`src/rtl/boolean_lut_engine.sv`:
```
// ---------------------------------------------------------------------------
// boolean_lut_engine
//
// Purpose:
//   Holds N_OUT runtime-loadable truth tables over N_IN Boolean inputs.
//   Evaluates one input vector on request, or runs an exhaustive sweep over
//   all 2**N_IN input combinations, one result per cycle. All results come
//   from registers.
//
// Optional feature (macro SWEEP_SIG_EN):
//   When defined, a 16-bit MISR (x^16+x^12+x^5+1) compacts the sweep results
//   into the 'sig' output. It is seeded to 16'hFFFF when a sweep is accepted.
//   When undefined, neither the port nor the logic exists.
//
// Ports:
//   clk, rst_n    rising-edge clock, asynchronous active-low reset
//   cfg_valid     truth-table write request
//   cfg_ready     high when a write can be accepted (IDLE only)
//   cfg_sel       function index to write (>= N_OUT: accepted, discarded)
//   cfg_table     truth table, bit k = function value for input index k
//   in_valid      evaluate request for in_vec
//   in_vec        input index, MSB is in_vec[N_IN-1]
//   sweep_start   start exhaustive sweep
//   sweep_busy    high while sweep results are being produced
//   sweep_done    one-cycle pulse with the last sweep result
//   out_valid     one-cycle pulse, out_idx/out_vec valid
//   out_idx       input index that produced out_vec
//   out_vec       out_vec[j] = table[j][out_idx]
//   sig           MISR signature (SWEEP_SIG_EN only)
//   dbg_state     current FSM state (0 = IDLE, 1 = SWEEP)
//
// Handshake: a request is taken on the rising edge where its valid is high
// and the engine is in IDLE. cfg_ready reports IDLE. In IDLE, a cfg write
// beats sweep_start, which beats in_valid. Losing requests are dropped, not
// queued. In SWEEP, every request is ignored.
// ---------------------------------------------------------------------------
module boolean_lut_engine #(
    parameter int N_IN  = 3,
    parameter int N_OUT = 3,
    localparam int TT_W  = 2 ** N_IN,
    localparam int SEL_W = (N_OUT > 1) ? $clog2(N_OUT) : 1
) (
    input  logic             clk,
    input  logic             rst_n,
    input  logic             cfg_valid,
    output logic             cfg_ready,
    input  logic [SEL_W-1:0] cfg_sel,
    input  logic [TT_W-1:0]  cfg_table,
    input  logic             in_valid,
    input  logic [N_IN-1:0]  in_vec,
    input  logic             sweep_start,
    output logic             sweep_busy,
    output logic             sweep_done,
    output logic             out_valid,
    output logic [N_IN-1:0]  out_idx,
    output logic [N_OUT-1:0] out_vec,
`ifdef SWEEP_SIG_EN
    output logic [15:0]      sig,
`endif
    output logic             dbg_state
);

    typedef enum logic {S_IDLE = 1'b0, S_SWEEP = 1'b1} state_t;

    localparam logic [N_IN:0] CNT_LAST = (N_IN + 1)'(TT_W - 1);

    state_t             state_q, state_d;
    // One bit wider than an index so the terminal compare never aliases.
    logic [N_IN:0]      cnt_q, cnt_d;
    logic               out_valid_q, out_valid_d;
    logic [N_IN-1:0]    out_idx_q, out_idx_d;
    logic [N_OUT-1:0]   out_vec_q, out_vec_d;
    logic               busy_q, busy_d;
    logic               done_q, done_d;
    logic [TT_W-1:0]    tbl_q [N_OUT];

    logic               cfg_acc, sweep_acc, eval_acc;
    logic [N_IN-1:0]    look_idx;
    logic [N_OUT-1:0]   look_vec;

    assign cfg_ready = (state_q == S_IDLE);
    assign cfg_acc   = cfg_valid & cfg_ready;
    assign sweep_acc = sweep_start & cfg_ready & ~cfg_valid;
    assign eval_acc  = in_valid & cfg_ready & ~cfg_valid & ~sweep_start;

    // The sweep counter owns the lookup while sweeping. Otherwise in_vec does.
    assign look_idx = (state_q == S_SWEEP) ? cnt_q[N_IN-1:0] : in_vec;

    always_comb begin
        look_vec = '0;
        for (int j = 0; j < N_OUT; j++) begin
            look_vec[j] = tbl_q[j][look_idx];
        end
    end

    always_comb begin
        state_d     = state_q;
        cnt_d       = cnt_q;
        out_valid_d = 1'b0;
        out_idx_d   = out_idx_q;
        out_vec_d   = out_vec_q;
        busy_d      = 1'b0;
        done_d      = 1'b0;
        if (state_q == S_IDLE) begin
            if (sweep_acc) begin
                state_d = S_SWEEP;
                cnt_d   = '0;
            end else if (eval_acc) begin
                out_valid_d = 1'b1;
                out_idx_d   = in_vec;
                out_vec_d   = look_vec;
            end
        end else begin
            out_valid_d = 1'b1;
            out_idx_d   = cnt_q[N_IN-1:0];
            out_vec_d   = look_vec;
            busy_d      = 1'b1;
            if (cnt_q == CNT_LAST) begin
                done_d  = 1'b1;
                state_d = S_IDLE;
            end else begin
                cnt_d = cnt_q + 1'b1;
            end
        end
    end

    always_ff @(posedge clk or negedge rst_n) begin
        if (!rst_n) begin
            state_q     <= S_IDLE;
            cnt_q       <= '0;
            out_valid_q <= 1'b0;
            out_idx_q   <= '0;
            out_vec_q   <= '0;
            busy_q      <= 1'b0;
            done_q      <= 1'b0;
        end else begin
            state_q     <= state_d;
            cnt_q       <= cnt_d;
            out_valid_q <= out_valid_d;
            out_idx_q   <= out_idx_d;
            out_vec_q   <= out_vec_d;
            busy_q      <= busy_d;
            done_q      <= done_d;
        end
    end

    // An out-of-range cfg_sel matches no entry, so the write is dropped.
    always_ff @(posedge clk or negedge rst_n) begin
        if (!rst_n) begin
            for (int j = 0; j < N_OUT; j++) begin
                tbl_q[j] <= '0;
            end
        end else if (cfg_acc) begin
            for (int j = 0; j < N_OUT; j++) begin
                if (cfg_sel == SEL_W'(j)) begin
                    tbl_q[j] <= cfg_table;
                end
            end
        end
    end

`ifdef SWEEP_SIG_EN
    logic [15:0] sig_q, sig_d;
    logic        sig_fb;

    assign sig_fb = sig_q[15] ^ sig_q[11] ^ sig_q[4];

    always_comb begin
        sig_d = sig_q;
        if (sweep_acc) begin
            sig_d = 16'hFFFF;
        end else if (state_q == S_SWEEP) begin
            sig_d = {sig_q[14:0], sig_fb} ^ {{(16 - N_OUT){1'b0}}, look_vec};
        end
    end

    always_ff @(posedge clk or negedge rst_n) begin
        if (!rst_n) begin
            sig_q <= 16'h0000;
        end else begin
            sig_q <= sig_d;
        end
    end

    assign sig = sig_q;
`endif

    assign sweep_busy = busy_q;
    assign sweep_done = done_q;
    assign out_valid  = out_valid_q;
    assign out_idx    = out_idx_q;
    assign out_vec    = out_vec_q;
    assign dbg_state  = state_q;

endmodule

```
`config.mk`:
```
export PLATFORM = sky130hd
export DESIGN_NAME = boolean_lut_engine
export DESIGN_NICKNAME = d
export VERILOG_FILES = /design/src/rtl/boolean_lut_engine.sv
export SDC_FILE = /design/constraint.sdc
export NUM_CORES = 1
export LEC_CHECK = 0
export ABC_CLOCK_PERIOD_IN_PS = 1800
export CAP_MARGIN = 20
export CELL_PAD_IN_SITES_DETAIL_PLACEMENT = 1
export CELL_PAD_IN_SITES_GLOBAL_PLACEMENT = 2
export CORE_MARGIN = 2
export CORE_UTILIZATION = 42
export CTS_CLUSTER_DIAMETER = 60
export DETAILED_ROUTE_END_ITERATION = 12
export DONT_BUFFER_PORTS = 1
export HOLD_SLACK_MARGIN = 0.15
export MAX_ROUTING_LAYER = met4
export PLACE_DENSITY = 0.83
export SETUP_SLACK_MARGIN = 0.2
export SLEW_MARGIN = 5
export SYNTH_ARGS = -nofsm -noshare
export SYNTH_HDL_FRONTEND = slang
export SYNTH_SLANG_ARGS = --single-unit
```
`constraint.sdc`:
```
create_clock -name clk -period 1.8 [get_ports clk]
set_input_delay 0.36 -clock clk [delete_from_list [all_inputs] [get_ports clk]]
set_output_delay 0.36 -clock clk [all_outputs]
set_load 0.005 [all_outputs]
```
# [Yosys cells after proc, flatten, opt, wreduce, memory -nomap -nowiden]
# Index checks and enable logic that the tools add are counted.
[totals] regBits=38 elab_cells=59
[classes] addsub=1 order_cmp=1 eq_ne=5 mux=25 bitwise=9 reduce_logical=8
[op_table] op="$mux W3" n=7
[op_table] op="$mux W1" n=12
[op_table] op="$mux W4" n=3
[op_table] op="$reduce_and A2 Y1" n=5
[op_table] op="$bmux W1 S3" n=3
[op_table] op="$and A1 B1 Y1" n=6
[op_table] op="$add A4 B1 Y4 const B" n=1
[op_table] op="$eq A4 B3 Y1 const B" n=1
[op_table] op="$lt A3 B4 Y1 const B" n=1
[op_table] op="$ne A2 B2 Y1 const B" n=2
[op_table] op="$reduce_bool A2 Y1" n=2
[op_table] op="$not A1 Y1" n=3
[op_table] op="$eq A2 B1 Y1 const B" n=1
[op_table] op="$eq A2 B2 Y1 const B" n=1
[op_table] op="$logic_not A2 Y1" n=1

# [Longest topological paths before layout]
# Gate-level depths: netlist (run 1).
[logic_depth] word_depth=7 ltp_mapped=5

# [Worst setup path before layout (run 1)]
# Ideal clock, no wire load.
[synth_timing] path_kind="reg2reg" from="register state_q (netlist: dbg_state)" to="register tbl_q[16] (netlist name)" setup_ns=0.125 arrival_time_ns=1.461 t_required_ns=1.675 slack_ns=0.214 stages_incl_launch_ff=4 cell_sequence="dfrtp_1 buf_2 nor4b_4 mux2_2"
[synth_between] elab_chain_len=3
[synth_rtl] element="start, declared" line_no="67" source="state_t state_q, state_d;"
[synth_rtl] element="start signal, assigned" line_no="137" source="state_q <= state_d;"
[synth_rtl] element="$not A1 Y1"
[synth_rtl] element="$and A1 B1 Y1" line_no="82" source="assign cfg_acc = cfg_valid & cfg_ready;"
[synth_rtl] element="$reduce_and A2 Y1 (no line)"
[synth_rtl] element="end signal, assigned by index" line_no="156" source="tbl_q[j] <= cfg_table;"
[synth_rtl] element="end, declared" line_no="75" source="logic [TT_W-1:0] tbl_q [N_OUT];"
# Every way passes these cells.
# A chain may end at the register's enable or synchronous reset.

# [Worst setup path in the final report (run 1)]
[layout_timing] from="register state_q (netlist: dbg_state)" to="register out_vec_q[1] (netlist: out_vec[1])"
[layout_between] elab_chain_len=6
[layout_rtl] element="$mux W3 / $not A1 Y1 (equally long branches)"
[layout_rtl] element="$bmux W1 S3 / $and A1 B1 Y1 (equally long branches)" line_no="92, 84"
[layout_rtl] element="$mux W1 (implied by the code) / $and A1 B1 Y1 (equally long branches)" line_no="92, 84"
[layout_rtl] element="$mux W3 / $and A1 B1 Y1 (equally long branches)" line_no="108, 84"
[layout_rtl] element="$mux W3 / $reduce_bool A2 Y1 (equally long branches)"
[layout_rtl] element="$mux W3 / $reduce_and A2 Y1 (equally long branches)"
[layout_rtl] element="end signal, assigned" line_no="141" source="out_vec_q <= out_vec_d;"
[layout_rtl] element="end, declared" line_no="72" source="logic [N_OUT-1:0] out_vec_q, out_vec_d;"
# Several ways; a longest one is shown, not always the timed one. The select of a mux whose other input is x is not followed.

==> summary.txt, run 1 <==
Synthesis
  • Synth area leaders: dfrtp_1, mux2_2, mux4_2
  • Synth area leader: dfrtp_1
  • Yosys warns: 0
  • Syn Std Cell Area: 1680 µm²
  • Syn Inst Count: 121
  • Synth top area share: 0.568
  • Post-synth cell types: 24
  • Mean Syn Cell Area: 13.8 µm²
  • Synthesized flop and latch total: 38
  • Register area share after synthesis: 0.568
  • Synth Net Count: 140

Clock tree
  • Root buffer cell: clkbuf_8
  • CTS buffer count: 5
  • Clock-pin slew on the worst setup and hold paths: 0.07 ns
  • CTS tree: yes
  • Longest Clk Path Bufs: 2
  • H-tree levels: 2
  • Clk_lat worst skew: 0.28 ns
  • Clk sinks: 38

Run
  • Maxcap violations: 0

Drt
  • Vias per cell: 5.55
  • DR vias: 1004
  • DRT Pass-1 Iters: 3
  • DRT antenna net count: 0
  • Final wirelength: 3.36 mm
  • Wire length per cell: 18.6 µm
  • DRC Markers: 0
  • 1st-iter DRT viols: 30

Final layout
  • Fillers: 393
  • Post-route cell area: 1930 µm²
  • Most frequent cells in the layout: dfrtp_1, mux2_2, nor2_1
  • Share of cells above drive strength 1: 0.398
  • Ant. Diodes: 0
  • Area growth syn-to-layout: 15.3%
  • Nets: 153
  • Commonest non-fill, non-tap cell in the layout: dfrtp_1

Floorplanning
  • Io pins: 29
  • Initial Util: 0.448
  • Core area: 3740 µm²
  • Die height: 67.2 µm
  • Die area: 4510 µm²
  • FP Rows: 22
  • Die width: 67.2 µm

Timing
  • Worst hold slack: 0.221 ns
  • Pins Over Slew Limit: 0
  • Tightest Pin Transition: 0.501 ns
  • Final Hold Viols: 0
  • Final critical-path share of the clock period: 0.878
  • TNS Setup: 0 ns
  • Slew HR: 0.666
  • F_max: 633 MHz
  • Final Skew: 0.00613 ns
  • RSZ-0062 raised after global routing: yes
  • Final setup viols: 0
  • Minimum clock period: 1.58 ns

Global routing
  • GRT overflow: 0
  • Antenna violations before repair: 0
  • Number of global-route vias before repair: 1157
  • Largest net degree at the start of global routing: 39
  • First-pass GRT wire length: 5.72 mm
  • Total global-route track usage: 0.183

Status
  • Status: complete, no violations

Power and ir drop
  • Leakage: 0.838 nW
  • Gate power share: 0.371
  • Share of power burned in registers: 0.463
  • Sw power: 1.11 mW
  • Int Pwr: 2.29 mW
  • Peak VDD IR: 0.675 mV
  • Total power: 3.40 mW
  • Clock network fraction of design power: 0.165
  • Power Density: 1760 nW/µm²
  • Sw frac: 0.325

Placement
  • Cell Area, Placed: 1760 µm²
  • IO buf count: 0
  • DP HPWL: 2.55 mm
  • Gpl congestion: 0.730

Critical path
  • Worst r2r dst: out_vec[1]$_DFFE_PN0P_
  • Crit path capture type: flip-flop
  • WS Path Type: flip-flop to flip-flop
  • Startpoint Class: flip-flop
  • Crit path max fanout: 7
  • Crit path DAT: 1.75 ns
  • R2r setup slk: 0.22 ns
  • Worst Path Required: 1.97 ns
  • Cell depth of the worst flop-to-flop path: 4
  • Reg-to-reg startpoint: dbg_state$_DFF_PN0_

Hold path
  • Worst hold path type: input port to flip-flop
  • Worst hold start: cfg_table[0]
  • Hold Path End: tbl_q[0]$_DFFE_PN0P_
  • Hold Crit Depth: 1
[sequential cells by signal, summed over array words and instances, names as in the netlist]
| signal | count |
|---|---|
| tbl_q | 24 |
| cnt_q | 4 |
| out_idx | 3 |
| out_vec | 3 |
| dbg_state | 1 |
| out_valid | 1 |
| sweep_busy | 1 |
| sweep_done | 1 |
[Yosys cell counts]
| library cell | instances |
|---|---|
| a21oi_1 | 2 |
| a22oi_1 | 3 |
| a31o_2 | 1 |
| and2_1 | 1 |
| buf_2 | 3 |
| dfrtp_1 | 38 |
| ha_1 | 1 |
| inv_1 | 5 |
| mux2_2 | 25 |
| mux2_4 | 1 |
| mux2i_1 | 1 |
| mux4_1 | 1 |
| mux4_2 | 5 |
| nand2_1 | 7 |
| nand2b_1 | 1 |
| nand3_1 | 3 |
| nor2_1 | 12 |
| nor3_1 | 1 |
| nor3b_1 | 1 |
| nor4b_4 | 1 |
| nor4bb_1 | 2 |
| o21ai_0 | 3 |
| o22ai_1 | 2 |
| o2bb2ai_1 | 1 |
[cells by family (layout without fill, tap and decap cells)]
group,Yosys count,count (layout),share of synthesized area
multiplexers,33,33,0.266
flip-flops,38,38,0.568
adder cells (fa/ha/maj),1,1,0.00747
buffers and inverters,8,20,0.0202
AND/OR/NAND/NOR,29,29,0.0926
AO/OA/AOI/OAI,12,12,0.0463
[how the worst max path moves through the flow]
stage,slack [ns],end,startpoint
after global placement,0.25,out_vec[1]$_DFFE_PN0P_,dbg_state$_DFF_PN0_
after floorplan,0.21,tbl_q[16]$_DFFE_PN0P_,dbg_state$_DFF_PN0_
final,0.22,out_vec[1]$_DFFE_PN0P_,dbg_state$_DFF_PN0_
after detailed placement,0.16,out_vec[1]$_DFFE_PN0P_,dbg_state$_DFF_PN0_
after global routing,0.16,out_vec[1]$_DFFE_PN0P_,dbg_state$_DFF_PN0_
after CTS,0.19,tbl_q[5]$_DFFE_PN0P_,dbg_state$_DFF_PN0_
[worst max-delay path: stages (launching register included)]
cell and delay (ns):
dfrtp_1 0.42, mux2_4 0.38, mux4_2 0.46, a22oi_2 0.13, nand2_1 0.08
[layer usage]
layer  vias to the layer above  wire [µm]  track usage
met4                         0         52       0.0612
met1                       516       1410        0.213
met2                        22       1700        0.304
li1                        461          -            -
met3                         5        188       0.0550
met5                         -          0            -
[power by group through the flow]
stage	Clock (mW)	Combinational, mW	Sequential (mW)
3_5_place_dp	0	1.16	1.60
4_1_cts	0.583	1.27	1.59
3_3_place_gp	0	1.08	1.57
6_report	0.563	1.26	1.58
5_1_grt	0.610	1.41	1.64
2_1_floorplan	0	0.948	1.48
[layout make-up]
class | instances | area (µm²) | area share
well taps | 48 | 60.1 | 0.0311
repair buffers | 9 | 90.1 | 0.0466
multi-input cells | 75 | 729 | 0.378
flip-flops and latches | 38 | 951 | 0.492
clock buffers | 6 | 82.6 | 0.0427
inverters | 5 | 18.8 | 0.00972
[through the flow]
stage | std cells | setup slack [ns] | util
finish | 181 | 0.220 | 0.516
global route | 181 | 0.157 | 0.516
CTS | 181 | 0.190 | 0.509
detailed placement | 171 | 0.161 | 0.470
global placement | 171 | 0.252 | 0.470
floorplan | 121 | 0.214 | -
[timing repair]
| action | CTS | global route |
|---|---|---|
| pin swaps | 2 | 5 |
| setup buffers | 2 | 0 |
| endpoints found under the setup margin | 11 | 32 |
| resized for setup | 4 | 6 |
| hold buffers | 2 | 0 |
| endpoints found under the hold margin | 38 | 0 |
Power figures use the tool's default switching activity.
==> inputs of run 2 (changes only) <==
GPL_TIMING_DRIVEN = 0   (was unset)
==> summary.txt, run 2 (synthesis results as in run 1) <==
Status
  • Status: complete, no violations

Critical path
  • WS Path Type: flip-flop to flip-flop
  • Cell depth of the worst flop-to-flop path: 4
  • Crit path max-delay family: flip-flops
  • CP Cell Sequence: clkbuf_4, nor4bb_4, buf_6, mux2_2
  • Reg-to-reg startpoint: dbg_state$_DFF_PN0_
  • Slowest CP cell: dfrtp_2
  • CP bufs+invs: 2
  • R2r setup slk: 0.14 ns
  • Largest stage delay, worst path: 0.46 ns
  • Worst r2r dst: tbl_q[13]$_DFFE_PN0P_
  • Crit path max fanout: 10
  • Startpoint Class: flip-flop
  • Crit path DAT: 1.83 ns
  • Worst Path Required: 1.97 ns
  • Crit path capture type: flip-flop

Global routing
  • GRT overflow: 0
  • Largest net degree at the start of global routing: 39
  • First-pass GRT wire length: 5.53 mm
  • Total global-route track usage: 0.177
  • Antenna violations before repair: 0
  • Number of global-route vias before repair: 1113

Clock tree
  • H-tree levels: 2
  • Clock-pin slew on the worst setup and hold paths: 0.08 ns
  • Root buffer cell: clkbuf_8
  • Clk_lat worst skew: 0.29 ns
  • CTS buffer count: 5
  • CTS tree: yes
  • Clk sinks: 38
  • Longest Clk Path Bufs: 2

Final layout
  • Top flop regs: tbl_q x24, cnt_q x4
  • Multi-input logic area: 714 µm²
  • Post-route cell area: 1930 µm²
  • Most flops, register: tbl_q
  • Nets: 151
  • Area growth syn-to-layout: 15.2%
  • Share of cells above drive strength 1: 0.398
  • Ant. Diodes: 0
  • Register Area: 952 µm²
  • Commonest non-fill, non-tap cell in the layout: dfrtp_1
  • Most frequent cells in the layout: dfrtp_1, mux2_2, nor2_1
  • Layout Utilization: 0.515
  • Fillers: 407
  • Max reg flops: 24

Placement
  • DP HPWL: 2.44 mm
  • Gpl congestion: 0.721
  • IO buf count: 0
  • Cell Area, Placed: 1740 µm²

Floorplanning
  • Die height: 67.2 µm
  • Io pins: 29
  • FP Rows: 22
  • Core area: 3740 µm²
  • Initial Util: 0.448
  • Die width: 67.2 µm
  • Die area: 4510 µm²

Timing
  • Final critical-path share of the clock period: 0.921
  • TNS Setup: 0 ns
  • Final setup viols: 0
  • Slew HR: 0.707
  • Worst hold slack: 0.221 ns
  • Pins Over Slew Limit: 0
  • Final Skew: 0.00490 ns
  • Minimum clock period: 1.66 ns
  • F_max: 603 MHz
  • RSZ-0062 raised after global routing: yes
  • Final Hold Viols: 0
  • Tightest Pin Transition: 0.439 ns

Hold path
  • Worst hold start: cfg_table[7]
  • Worst hold path type: input port to flip-flop
  • Hold Crit Depth: 1
  • Hold Path End: tbl_q[23]$_DFFE_PN0P_

Drt
  • Vias per cell: 5.45
  • DRC Markers: 0
  • DRT Pass-1 Iters: 4
  • DR vias: 987
  • DRT antenna net count: 0
  • Wire length per cell: 18.9 µm
  • Final wirelength: 3.43 mm
  • 1st-iter DRT viols: 37

Power and ir drop
  • Gate power share: 0.348
  • Sw power: 1.13 mW
  • Total power: 3.50 mW
  • Peak VDD IR: 0.794 mV
  • Power Density: 1820 nW/µm²
  • Clock network fraction of design power: 0.202
  • Sw frac: 0.323
  • Leakage: 0.835 nW
  • Int Pwr: 2.37 mW
  • Share of power burned in registers: 0.451

Run
  • Maxcap violations: 0
[run 2: routing by layer]
layer	vias to the layer above	GRT usage	wire, µm
met5	-	-	0
met1	504	0.204	1440
met3	0	0.0617	225
li1	456	-	-
met2	27	0.298	1760
met4	0	0.0383	0
[run 2: what timing repair did]
item	in CTS	in global routing
hold endpoints to repair	38	0
hold buffers	2	0
setup endpoints to repair	19	27
pin swaps	8	1
gates resized for setup	5	7
setup buffers	2	0
gates cloned	0	0
[run 2: cell type report]
type | instances | area share
Sequential cell | 38 | 0.494
Inverter | 5 | 0.00973
Clock inverter | 3 | 0.0208
Timing Repair Buffer | 4 | 0.0253
Tap cell | 48 | 0.0311
Multi-Input combinational cell | 75 | 0.370
Buffer | 3 | 0.0136
Clock buffer | 5 | 0.0357
[run 2: power by group through the flow]
| stage | sequential, mW | clock (mW) | combinational (mW) |
|---|---|---|---|
| after floorplan | 1.48 | 0 | 0.948 |
| after global placement | 1.55 | 0 | 1.09 |
| after detailed placement | 1.59 | 0 | 1.13 |
| after CTS | 1.58 | 0.724 | 1.21 |
| after global routing | 1.64 | 0.766 | 1.36 |
| final | 1.58 | 0.707 | 1.22 |
[run 2: worst max path at each step]
stage	slack [ns]	to	startpoint	cells past startpoint
5_1_grt	0.1	tbl_q[9]$_DFFE_PN0P_	dbg_state$_DFF_PN0_	4
6_report	0.14	tbl_q[13]$_DFFE_PN0P_	dbg_state$_DFF_PN0_	4
3_5_place_dp	-0.01	tbl_q[22]$_DFFE_PN0P_	dbg_state$_DFF_PN0_	3
2_1_floorplan	0.21	tbl_q[16]$_DFFE_PN0P_	dbg_state$_DFF_PN0_	3
3_3_place_gp	0.01	tbl_q[16]$_DFFE_PN0P_	dbg_state$_DFF_PN0_	3
4_1_cts	0.14	tbl_q[13]$_DFFE_PN0P_	dbg_state$_DFF_PN0_	4
[run 2: stage by stage]
step / setup slack (ns) / std cells
finish: 0.142 / 181
CTS: 0.144 / 181
global placement: 0.0149 / 169
global route: 0.0999 / 181
floorplan: 0.214 / 121
detailed placement: -0.0144 / 169
[run 2: worst register-to-register path, cell delays in order, from the launching register on]
cell and delay [ns]:
dfrtp_2 0.46, clkbuf_4 0.22, nor4bb_4 0.32, buf_6 0.18, mux2_2 0.35
==> inputs of run 3 (changes only) <==
CTS_CLUSTER_DIAMETER = 50   (was 60)
==> results of run 3 <==
Final layout, timing and power as in run 2 (identical DEF).
